## config.mk

```make
export PLATFORM = sky130hd
export DESIGN_NAME = uart_crypt_tx
export DESIGN_NICKNAME = d
export VERILOG_FILES = /design/src/rtl/uart_crypt_tx.sv
export SDC_FILE = /design/constraint.sdc
export NUM_CORES = 1
export LEC_CHECK = 0
export CORE_ASPECT_RATIO = 0.9
export CORE_MARGIN = 8
export CORE_UTILIZATION = 55
export DETAILED_ROUTE_END_ITERATION = 8
export MAX_ROUTING_LAYER = met4
export PLACE_DENSITY = 0.78
export REMOVE_ABC_BUFFERS = 1
export SYNTH_ARGS = -nofsm -noshare
export SYNTH_HDL_FRONTEND = slang
export SYNTH_SLANG_ARGS = --single-unit
export TNS_END_PERCENT = 5
```

## constraint.sdc

```tcl
create_clock -name M_CLOCK -period 3 [get_ports M_CLOCK]
set_clock_uncertainty 0.2 [all_clocks]
set_input_delay 0.45 -clock M_CLOCK [delete_from_list [all_inputs] [get_ports M_CLOCK]]
set_output_delay 0.45 -clock M_CLOCK [all_outputs]
set_load 0.01 [all_outputs]
```

## src/rtl/uart_crypt_tx.sv

```systemverilog
// uart_crypt_tx: 8N1 UART transmitter with an optional 8-bit LFSR keystream XOR.
// Ports:
//   M_CLOCK     system clock, rising edge
//   M_RESET_N   asynchronous active-low reset
//   tx_start    send request, sampled in IDLE only
//   tx_data     payload byte, captured on the accepting cycle
//   enc_en      1 = send tx_data^key and advance key after the frame
//   key_resync  reload key with LFSR_SEED, honoured in IDLE only
//   tx_busy     high from the accepting cycle until the frame completes
//   tx_done     one-cycle pulse at frame completion
//   key_out     current key register
//   TX_OUT      serial line, idle high
module uart_crypt_tx #(
   parameter int unsigned CLKS_PER_BIT = 5208,
   parameter int unsigned STOP_BITS    = 1,
   parameter logic [7:0]  LFSR_SEED    = 8'hFF
) (
   input  logic       M_CLOCK,
   input  logic       M_RESET_N,
   input  logic       tx_start,
   input  logic [7:0] tx_data,
   input  logic       enc_en,
   input  logic       key_resync,
   output logic       tx_busy,
   output logic       tx_done,
   output logic [7:0] key_out,
   output logic       TX_OUT
);

   localparam int unsigned TIMER_W = 32;
   localparam int unsigned IDX_W   = 3;
   localparam logic [TIMER_W-1:0] BIT_LAST  = TIMER_W'(CLKS_PER_BIT - 1);
   localparam logic [IDX_W-1:0]   DATA_LAST = IDX_W'(7);
   localparam logic [IDX_W-1:0]   STOP_LAST = IDX_W'(STOP_BITS - 1);

   typedef enum logic [1:0] {
      ST_IDLE  = 2'd0,
      ST_START = 2'd1,
      ST_DATA  = 2'd2,
      ST_STOP  = 2'd3
   } state_t;

   state_t             state;
   state_t             state_nxt;
   logic [TIMER_W-1:0] bit_timer;
   logic [IDX_W-1:0]   idx;
   logic [7:0]         shreg;
   logic [7:0]         key;
   logic               enc_flag;

   logic               accept_c;
   logic               bit_end_c;
   logic               frame_end_c;
   logic               tx_nxt_c;
   logic [7:0]         key_src_c;

   // One keystream step: Galois-style taps at bits 3 and 4, feedback from bit 7
   function automatic logic [7:0] lfsr_step(input logic [7:0] k);
      logic fb;
      fb = k[7];
      return {k[6], k[5], k[4], k[3] ^ fb, k[2] ^ fb, k[1], k[0], fb};
   endfunction

   // State register
   always_ff @(posedge M_CLOCK or negedge M_RESET_N) begin
      if (!M_RESET_N) state <= ST_IDLE;
      else            state <= state_nxt;
   end

   // Next state and per-cycle control; line level is derived from the current state
   always_comb begin
      state_nxt   = state;
      accept_c    = 1'b0;
      frame_end_c = 1'b0;
      tx_nxt_c    = 1'b1;
      bit_end_c   = (bit_timer == BIT_LAST);
      case (state)
         ST_IDLE: begin
            if (tx_start) begin
               accept_c  = 1'b1;
               state_nxt = ST_START;
            end
         end
         ST_START: begin
            tx_nxt_c = 1'b0;
            if (bit_end_c) state_nxt = ST_DATA;
         end
         ST_DATA: begin
            tx_nxt_c = shreg[idx];
            if (bit_end_c && idx == DATA_LAST) state_nxt = ST_STOP;
         end
         ST_STOP: begin
            if (bit_end_c && idx == STOP_LAST) begin
               frame_end_c = 1'b1;
               state_nxt   = ST_IDLE;
            end
         end
         default: state_nxt = ST_IDLE;
      endcase
   end

   // A resync coinciding with the accepting cycle encrypts with the seed
   always_comb begin
      key_src_c = key_resync ? LFSR_SEED : key;
   end

   // Datapath: bit timer, bit index, payload, key and registered outputs
   always_ff @(posedge M_CLOCK or negedge M_RESET_N) begin
      if (!M_RESET_N) begin
         bit_timer <= '0;
         idx       <= '0;
         shreg     <= '0;
         key       <= LFSR_SEED;
         enc_flag  <= 1'b0;
         tx_busy   <= 1'b0;
         tx_done   <= 1'b0;
         TX_OUT    <= 1'b1;
      end else begin
         tx_done <= frame_end_c;
         TX_OUT  <= tx_nxt_c;

         if (state == ST_IDLE || bit_end_c) bit_timer <= '0;
         else                               bit_timer <= bit_timer + TIMER_W'(1);

         // idx walks data bits in DATA and stop periods in STOP
         if (state == ST_IDLE) begin
            idx <= '0;
         end else if (bit_end_c) begin
            if (state == ST_DATA && idx == DATA_LAST) idx <= '0;
            else if (state != ST_START)              idx <= idx + IDX_W'(1);
         end

         if (accept_c) begin
            shreg    <= enc_en ? (tx_data ^ key_src_c) : tx_data;
            enc_flag <= enc_en;
            tx_busy  <= 1'b1;
         end else if (frame_end_c) begin
            tx_busy  <= 1'b0;
         end

         if (state == ST_IDLE && key_resync) key <= LFSR_SEED;
         else if (frame_end_c && enc_flag)  key <= lfsr_step(key);
      end
   end

   assign key_out = key;

endmodule

```

==> results.yml, run 1 <==
timing:
  relSlewSlack: 0.530
  max_clock_freq_ghz: 0.410
  setup_viol: 0
  tns_ns: 0
  slew_violations: 0
  layout_min_cycle_time_ns: 2.44
  worst_slack_ns: 0.559
  period_share: 0.814
  hold_viol: 0
  tightest_slew_ns: 0.706
  rsz0062_at_grt: "no"
synthesis:
  synth_area_um2: 3060
  async_flop_share: 1.00
  ys_seq_elements: 57
  netlist_instances: 309
  ys.flop_type: "dfrtp_1"
  ys_seq_area_frac: 0.471
  syn_avg_cell_area_um2: 9.89
  synth_enable_flop_cells: 0
  synth_cell_types: 46
  ys_warn_count: 0
worst_setup_path:
  worst-r2r-setup-slack_ns: 0.56
  path_delay_family: "simple AND/OR/NAND/NOR gates"
  critPathLaunchType: "register"
  end_kind: "register"
  path_buf_inv: 0
  slowest_delay_ns: 0.55
  worstPathMaxFanout: 8
  worstPathCellList: "ha_1 > nor4bb_1 > nand4_1 > nor3_4 > mux2i_1 > nand2_1"
  criticalPathCategory: "reg2reg"
  required_ns: 3.05
  slowest_stage: "nor3_4"
  arrival_ns: 2.49
cells_and_area:
  final_common_cell: "dfrtp_1"
  finalNonFillerCells: 409
  finalCoreUtilization: 0.662
  final_layout_size_suffix_gt1_frac: 0.123
  fill_cells: 419
  nets: 359
  multi_input_area_um2: 1510
  area_growth_pct: 15.2
  final_cell_mix: "dfrtp_1 (48), nor2_1 (35), nand2_1 (25)"
  final_area_um2: 3520
  final-seq-area_um2: 1440
  antennaDiodeCount: 0
grt:
  grt_max_degree: 58
  grt_pass1_wl_mm: 10.6
  grt_pass1_vias: 2224
  antenna_found_initial: 0
  grt_usage: 0.166
  grt_overflow: 0
detailed_routing:
  drtPass1Iterations: 7
  post-route-drc-count: 0
  drt-wirelength-per-cell_um: 15.1
  via_count: 2263
  wl_mm: 6.17
  post_drt_via_cell_ratio: 5.53
  ant_nets: 0
  first_iter_violations: 113
cts:
  clockRootBuffer: "clkbuf_8"
  cts_tree: "built"
  post_cts_resized: 0
  clock_latency_ns: 0.33
  cts-buffers-inserted: 9
  clock_path_buffers: 2
  path_clk_slew_ns: 0.06
  cts_num_sinks: 57
  htreeDepth: 3
  cts_setup_buffers: 0
  hold_buffers: 0
status:
  status: "finished clean"
die:
  die_area_um2: 8200
  die_y_um: 86.7
  start_util: 0.575
  core_area_um2: 5320
  ios: 24
  die_x_um: 94.6
  fp-row-count: 25
place:
  portBuffers: 23
  place_area_um2: 3340
  dp_hpwl_mm: 4.33
  placed_cells: 393
  gp_congestion: 0.845
  dpl_worst_slack_ns: 0.618
pwr:
  leakage_nw: 1.52
  irDropWorstVdd_uv: 284
  power_density_nw_per_um2: 409
min_path:
  hold_path.class: "in2async"
run:
  drv_cap: 0
==> registers in the layout (all words and copies together), names as in the netlist <==
signal,cells
tx_done,1
bit_timer,32
key_out,8
shreg,8
idx,3
state,2
TX_OUT,1
enc_flag,1
tx_busy,1
==> per-stage QoR <==
step                      power [W]  hold WS [ns]
after global placement     0.000829         0.281
final                       0.00144        0.0515
after detailed placement   0.000829         0.289
after global routing        0.00150         0.115
after CTS                   0.00146        0.0694
after floorplan            0.000793       -0.0456
==> worst register-to-register path, stage by stage, from the launching register on <==
cell,delay [ns]
dfrtp_1,0.39
ha_1,0.25
nor4bb_1,0.36
nand4_1,0.29
nor3_4,0.55
mux2i_1,0.26
nand2_1,0.07
==> worst paths after layout <==
path / startpoint / end / depth (start not counted)
min in group M_CLOCK: bit_timer[0] / bit_timer[0] / 1
max in group asynchronous: M_RESET_N / tx_done / 2
max reg2reg: bit_timer[0] / key_out[4] / 6
min reg2reg: bit_timer[0] / bit_timer[0] / 1
max: bit_timer[0] / key_out[4] / 6
min: M_RESET_N / bit_timer[24] / 2
==> power breakdown <==
| group | switching, W | internal, W | total, W |
|---|---|---|---|
| combinational | 0.0000265 | 0.0000191 | 0.0000456 |
| sequential | 0 | 0.000770 | 0.000770 |
| clock | 0.000284 | 0.000341 | 0.000625 |
==> final cells by class <==
| class | instances | area share |
|---|---|---|
| Timing Repair Buffer | 26 | 0.0704 |
| Multi-Input combinational cell | 226 | 0.430 |
| Inverter | 17 | 0.0181 |
| Clock buffer | 13 | 0.0452 |
| Clock inverter | 3 | 0.00427 |
| Sequential cell | 57 | 0.409 |
| Tap cell | 67 | 0.0238 |
==> routing by layer <==
metal | routed length (um) | vias to the layer above | global-route usage
met5 | 0 | - | -
met4 | 70 | 0 | 0.0722
met3 | 179 | 6 | 0.0268
met2 | 2880 | 37 | 0.242
met1 | 3040 | 1095 | 0.222
li1 | - | 1125 | -
==> cells by family (layout without fill, tap and decap cells) <==
group | Yosys count | after routing | synth area share
AOI/OAI and AO/OA | 47 | 47 | 0.0856
and+or+nand+nor | 124 | 124 | 0.226
buffers and inverters | 26 | 59 | 0.0348
xor gates and xnor gates | 33 | 33 | 0.0946
muxes | 13 | 13 | 0.0512
DFF | 57 | 57 | 0.471
adders and majority gates | 9 | 9 | 0.0369
==> Yosys cell counts (all sizes together), types with 2 or more instances <==
| cell type | instances | area (um^2) |
|---|---|---|
| dfrtp | 48 | 1200 |
| nor2 | 36 | 138 |
| nand2 | 25 | 93.8 |
| a21oi | 19 | 95.1 |
| o21ai | 19 | 95.1 |
| inv | 17 | 63.8 |
| xor2 | 17 | 149 |
| xnor2 | 16 | 140 |
| nor3 | 12 | 96.4 |
| nand3 | 11 | 55.1 |
| mux2i | 10 | 100 |
| dfstp | 9 | 236 |
| ha | 9 | 113 |
| or3 | 8 | 50.1 |
| buf | 7 | 35.0 |
| nor4 | 7 | 71.3 |
| and3 | 6 | 37.5 |
| and4 | 5 | 43.8 |
| nand4 | 5 | 31.3 |
| a211o | 2 | 17.5 |
| and2 | 2 | 12.5 |
| and4bb | 2 | 25.0 |
| clkbuf | 2 | 7.51 |
| mux4 | 2 | 45.0 |
Power figures use the tool's default switching activity.
==> inputs of run 2 (changes only) <==
Settings changed: CORE_UTILIZATION 55 to 52, PLACE_DENSITY 0.78 to 0.77.
Clock period 3 ns to 2.15 ns, I/O delays scaled along.
==> run 2 against run 1 <==
Clock-buffer cell count is 1 lower. Maximum frequency is 15% higher. Clock power is 70% higher. Die area is 4.7% higher.
==> results.yml, run 2 (synthesis gave the netlist of run 1 again) <==
detailed_routing:
  post_drt_via_cell_ratio: 5.55
  drt-wirelength-per-cell_um: 15.3
  drtPass1Iterations: 5
  post-route-drc-count: 0
  via_count: 2388
  wl_mm: 6.58
  ant_nets: 0
  first_iter_violations: 106
grt:
  grt_pass1_vias: 2346
  grt_pass1_wl_mm: 10.9
  grt_usage: 0.160
  grt_max_degree: 58
  grt_overflow: 0
  antenna_found_initial: 0
cells_and_area:
  antennaDiodeCount: 0
  final_area_um2: 3790
  final_layout_size_suffix_gt1_frac: 0.192
  final_cell_mix: "dfrtp_1 (46), nor2_1 (35), nand2_1 (25)"
  fill_cells: 432
  largest_reg_flops: 32
  area_growth_pct: 24.1
  nets: 377
  finalNonFillerCells: 430
  final_common_cell: "dfrtp_1"
  regMostFlops: "bit_timer"
timing:
  tightest_slew_ns: 0.391
  relSlewSlack: 0.737
  slew_violations: 0
  setup_viol: 0
  hold_ws_ns: 0.320
  tns_ns: 0
  layout_min_cycle_time_ns: 2.12
  period_share: 0.987
  max_clock_freq_ghz: 0.471
  rsz0062_at_grt: "yes"
  hold_viol: 0
cts:
  clock_latency_ns: 0.34
  clock_path_buffers: 2
  clockRootBuffer: "clkbuf_8"
  cts_tree: "built"
  cts-buffers-inserted: 9
  cts_num_sinks: 57
  htreeDepth: 3
  path_clk_slew_ns: 0.06
pwr:
  irDropWorstVdd_uv: 602
  leakage_nw: 1.64
  power_density_nw_per_um2: 582
worst_setup_path:
  required_ns: 2.21
  critPathLaunchType: "register"
  worstPathCellList: "nor4_2 > nand4_1 > buf_4 > nor3_4 > buf_12 > mux2i_1 > nand2_1"
  slowest_delay_ns: 0.42
  slowest_stage: "dfrtp_1"
  criticalPathCategory: "reg2reg"
  path_delay_family: "simple AND/OR/NAND/NOR gates"
  path_buf_inv: 2
  arrival_ns: 2.18
  worstPathMaxFanout: 8
  end_kind: "register"
place:
  placed_cells: 410
  portBuffers: 23
  gp_congestion: 0.844
  dp_hpwl_mm: 4.37
  place_area_um2: 3490
die:
  start_util: 0.537
  die_x_um: 96.8
  die_y_um: 88.7
  core_area_um2: 5690
  die_area_um2: 8590
  ios: 24
  fp-row-count: 26
run:
  drv_cap: 0
status:
  status: "finished clean"
min_path:
  hold_path.class: "in2async"
[run 2: cell count changes in the layout (fill, tap and decap cells not counted), sizes merged]
cell / before / now
bufinv: 0 / 2
dlygate4sd3: 0 / 1
buf: 4 / 21
clkbuf: 13 / 12
clkinv: 3 / 2
[run 2: path summary, 6_finish.rpt]
check	end	startpoint	cells past startpoint	slack, ns
min in group M_CLOCK	enc_flag	enc_flag	1	0.32
min reg2reg	enc_flag	enc_flag	1	0.32
min	bit_timer[23]	M_RESET_N	3	0.32
max	key_out[6]	bit_timer[27]	7	0.03
max reg2reg	key_out[6]	bit_timer[27]	7	0.03
max in group asynchronous	TX_OUT	M_RESET_N	3	1.12
[run 2: where the power goes]
group	internal (W)	switching [W]
sequential	0.00107	0
combinational	0.0000305	0.0000378
clock	0.000650	0.000413
[run 2: area by class of cell]
| cell class | count | area, um^2 | area share |
|---|---|---|---|
| Multi-Input combinational cell | 226 | 1570 | 0.415 |
| Timing Repair Buffer | 44 | 423 | 0.112 |
| Clock inverter | 4 | 70.1 | 0.0185 |
| Sequential cell | 57 | 1440 | 0.380 |
| Clock buffer | 12 | 135 | 0.0356 |
| Tap cell | 70 | 87.6 | 0.0231 |
| Inverter | 17 | 63.8 | 0.0168 |
[run 2: worst min-delay path, stage by stage]
cell	delay (ns)
dlygate4sd3_1	0.53
buf_2	0.12
buf_12	0.28
[run 2: timing repair]
| item | CTS | global route |
|---|---|---|
| setup endpoints to repair | 9 | 31 |
| pin swaps | 1 | 3 |
| buffers inserted | 0 | 3 |
| hold buffers | 1 | 0 |
| gates resized for setup | 2 | 12 |
| endpoints found under the hold margin | 48 | 0 |
| cloned | 0 | 0 |
[run 2: routing by layer]
metal / routed length, um / track usage
met1: 2970 / 0.196
met2: 3280 / 0.245
met3: 244 / 0.0429
met4: 87 / 0.0683
met5: 0 / -
[run 2: metrics by stage]
| stage | utilization | total power [W] | setup WS, ns |
|---|---|---|---|
| after detailed placement | 0.613 | 0.00116 | -0.0211 |
| after global placement | 0.613 | 0.00116 | -0.0165 |
| after CTS | 0.653 | 0.00222 | 0.00304 |
| final | 0.666 | 0.00220 | 0.0285 |
| after floorplan | - | 0.00111 | -0.241 |
| after global routing | 0.666 | 0.00227 | -0.0860 |
==> inputs of run 3 (changes only) <==
Settings changed: CORE_ASPECT_RATIO 0.9 to 0.7, PLACE_DENSITY 0.77 to 0.75.
==> run 3 against run 2 <==
Clock power up 15%. Global-route usage increased by 0.18 points. Hold slack lost 0.0082 ns. Sequential share of layout area fell by 0.29 points. Largest power group is now the clock network. Highest routed layer unchanged. Combinational power decreased by 1%. Flip-flop and latch count did not move. Via count down 2.0%. First-iteration DRC count is 11% lower. Die area grew 0.42%.
==> results.yml, run 3 (synthesis gave the netlist of run 1 again) <==
pwr:
  power_density_nw_per_um2: 618
  irDropWorstVdd_uv: 418
  leakage_nw: 1.65
cells_and_area:
  final_common_cell: "dfrtp_1"
  fill_cells: 431
  largest_reg_flops: 32
  regMostFlops: "bit_timer"
  finalNonFillerCells: 434
  final-seq-area_um2: 1440
  area_growth_pct: 25.0
  final_layout_size_suffix_gt1_frac: 0.195
  antennaDiodeCount: 0
  nets: 376
  final_cell_mix: "dfrtp_1 (46), nor2_1 (35), nand2_1 (25)"
  multi_input_area_um2: 1580
timing:
  rsz0062_at_grt: "yes"
  setup_viol: 0
  hold_ws_ns: 0.312
  tightest_slew_ns: 0.368
  worst_slack_ns: 0.0503
  hold_viol: 0
  layout_min_cycle_time_ns: 2.10
  relSlewSlack: 0.752
  slew_violations: 0
  max_clock_freq_ghz: 0.476
  period_share: 0.977
worst_setup_path:
  path_delay_family: "simple AND/OR/NAND/NOR gates"
  end_kind: "register"
  required_ns: 2.21
  arrival_ns: 2.16
  path_buf_inv: 1
  worstPathMaxFanout: 8
  worstPathCellList: "nor4_2 > nand4_1 > nor3_4 > buf_12 > mux2i_1 > nand2_1"
  slowest_stage: "dfrtp_1"
  criticalPathCategory: "reg2reg"
  critPathLaunchType: "register"
  slowest_delay_ns: 0.41
die:
  ios: 24
  die_y_um: 80.1
  core_area_um2: 5700
  die_x_um: 108
  fp-row-count: 23
  start_util: 0.536
  die_area_um2: 8620
detailed_routing:
  post_drt_via_cell_ratio: 5.39
  wl_mm: 6.43
  drtPass1Iterations: 4
  post-route-drc-count: 0
  ant_nets: 0
  first_iter_violations: 94
  via_count: 2340
  drt-wirelength-per-cell_um: 14.8
min_path:
  hold_path.class: "in2async"
cts:
  htreeDepth: 3
  cts-buffers-inserted: 9
  clock_path_buffers: 2
  clockRootBuffer: "clkbuf_8"
  cts_num_sinks: 57
  cts_tree: "built"
  clock_latency_ns: 0.33
  path_clk_slew_ns: 0.07
place:
  gp_congestion: 0.849
  dpl_worst_slack_ns: 0.0222
  dp_hpwl_mm: 4.57
  placed_cells: 415
  portBuffers: 23
grt:
  grt_usage: 0.162
  grt_pass1_wl_mm: 10.8
  grt_pass1_vias: 2275
  grt_overflow: 0
  grt_max_degree: 58
  antenna_found_initial: 0
run:
  drv_cap: 0
status:
  status: "finished clean"
==> run 3: power breakdown <==
part / switching, W / internal [W] / leakage [nW] / total [W]
combinational: 0.0000370 / 0.0000305 / 0.791 / 0.0000675
sequential: 0 / 0.00107 / 0.738 / 0.00107
clock: 0.000421 / 0.000800 / 0.120 / 0.00122
total: 0.000458 / 0.00190 / 1.65 / 0.00236
==> run 3: routing by layer <==
layer	share of wire	GRT usage
met1	0.50	0.221
met4	0.0037	0.0579
met3	0.036	0.0472
met2	0.46	0.222
met5	0	-
==> run 3: what timing repair did <==
item                                   in CTS  in global routing
resized for setup                           0                 13
endpoints found under the hold margin      48                  0
hold buffers                                1                  0
setup buffers                               0                  2
setup endpoints to repair                   0                 17
==> run 3: through the flow <==
step	setup TNS [ns]	area, um^2	power (W)	util
floorplan	-0.482	3010	0.00111	-
global placement	0	3480	0.00116	0.612
detailed placement	0	3480	0.00116	0.612
CTS	0	3740	0.00239	0.656
global route	-0.300	3820	0.00245	0.670
finish	0	3820	0.00236	0.670
==> run 3: worst register-to-register path, stage by stage (launching register included) <==
cell and delay [ns]:
dfrtp_1 0.41, nor4_2 0.41, nand4_1 0.29, nor3_4 0.30, buf_12 0.17, mux2i_1 0.18, nand2_1 0.07
==> run 3: worst paths after layout <==
path / start / endpoint / slack, ns / depth (start not counted)
worst max-delay path: bit_timer[15] / key_out[0] / 0.05 / 6
worst min-delay path: M_RESET_N / bit_timer[25] / 0.31 / 3
worst max register to register: bit_timer[15] / key_out[0] / 0.05 / 6
worst min register to register: tx_busy / tx_busy / 0.32 / 2
max in group asynchronous: M_RESET_N / TX_OUT / 1.14 / 3
min in group M_CLOCK: tx_busy / tx_busy / 0.32 / 2
==> run 3: cell type report <==
class	count	share of cell area
inverters	17	0.0167
multi-input cells	226	0.412
clock inverters	5	0.0269
flip-flops and latches	57	0.377
well taps	75	0.0246
clock buffers	11	0.0370
repair buffers	43	0.105
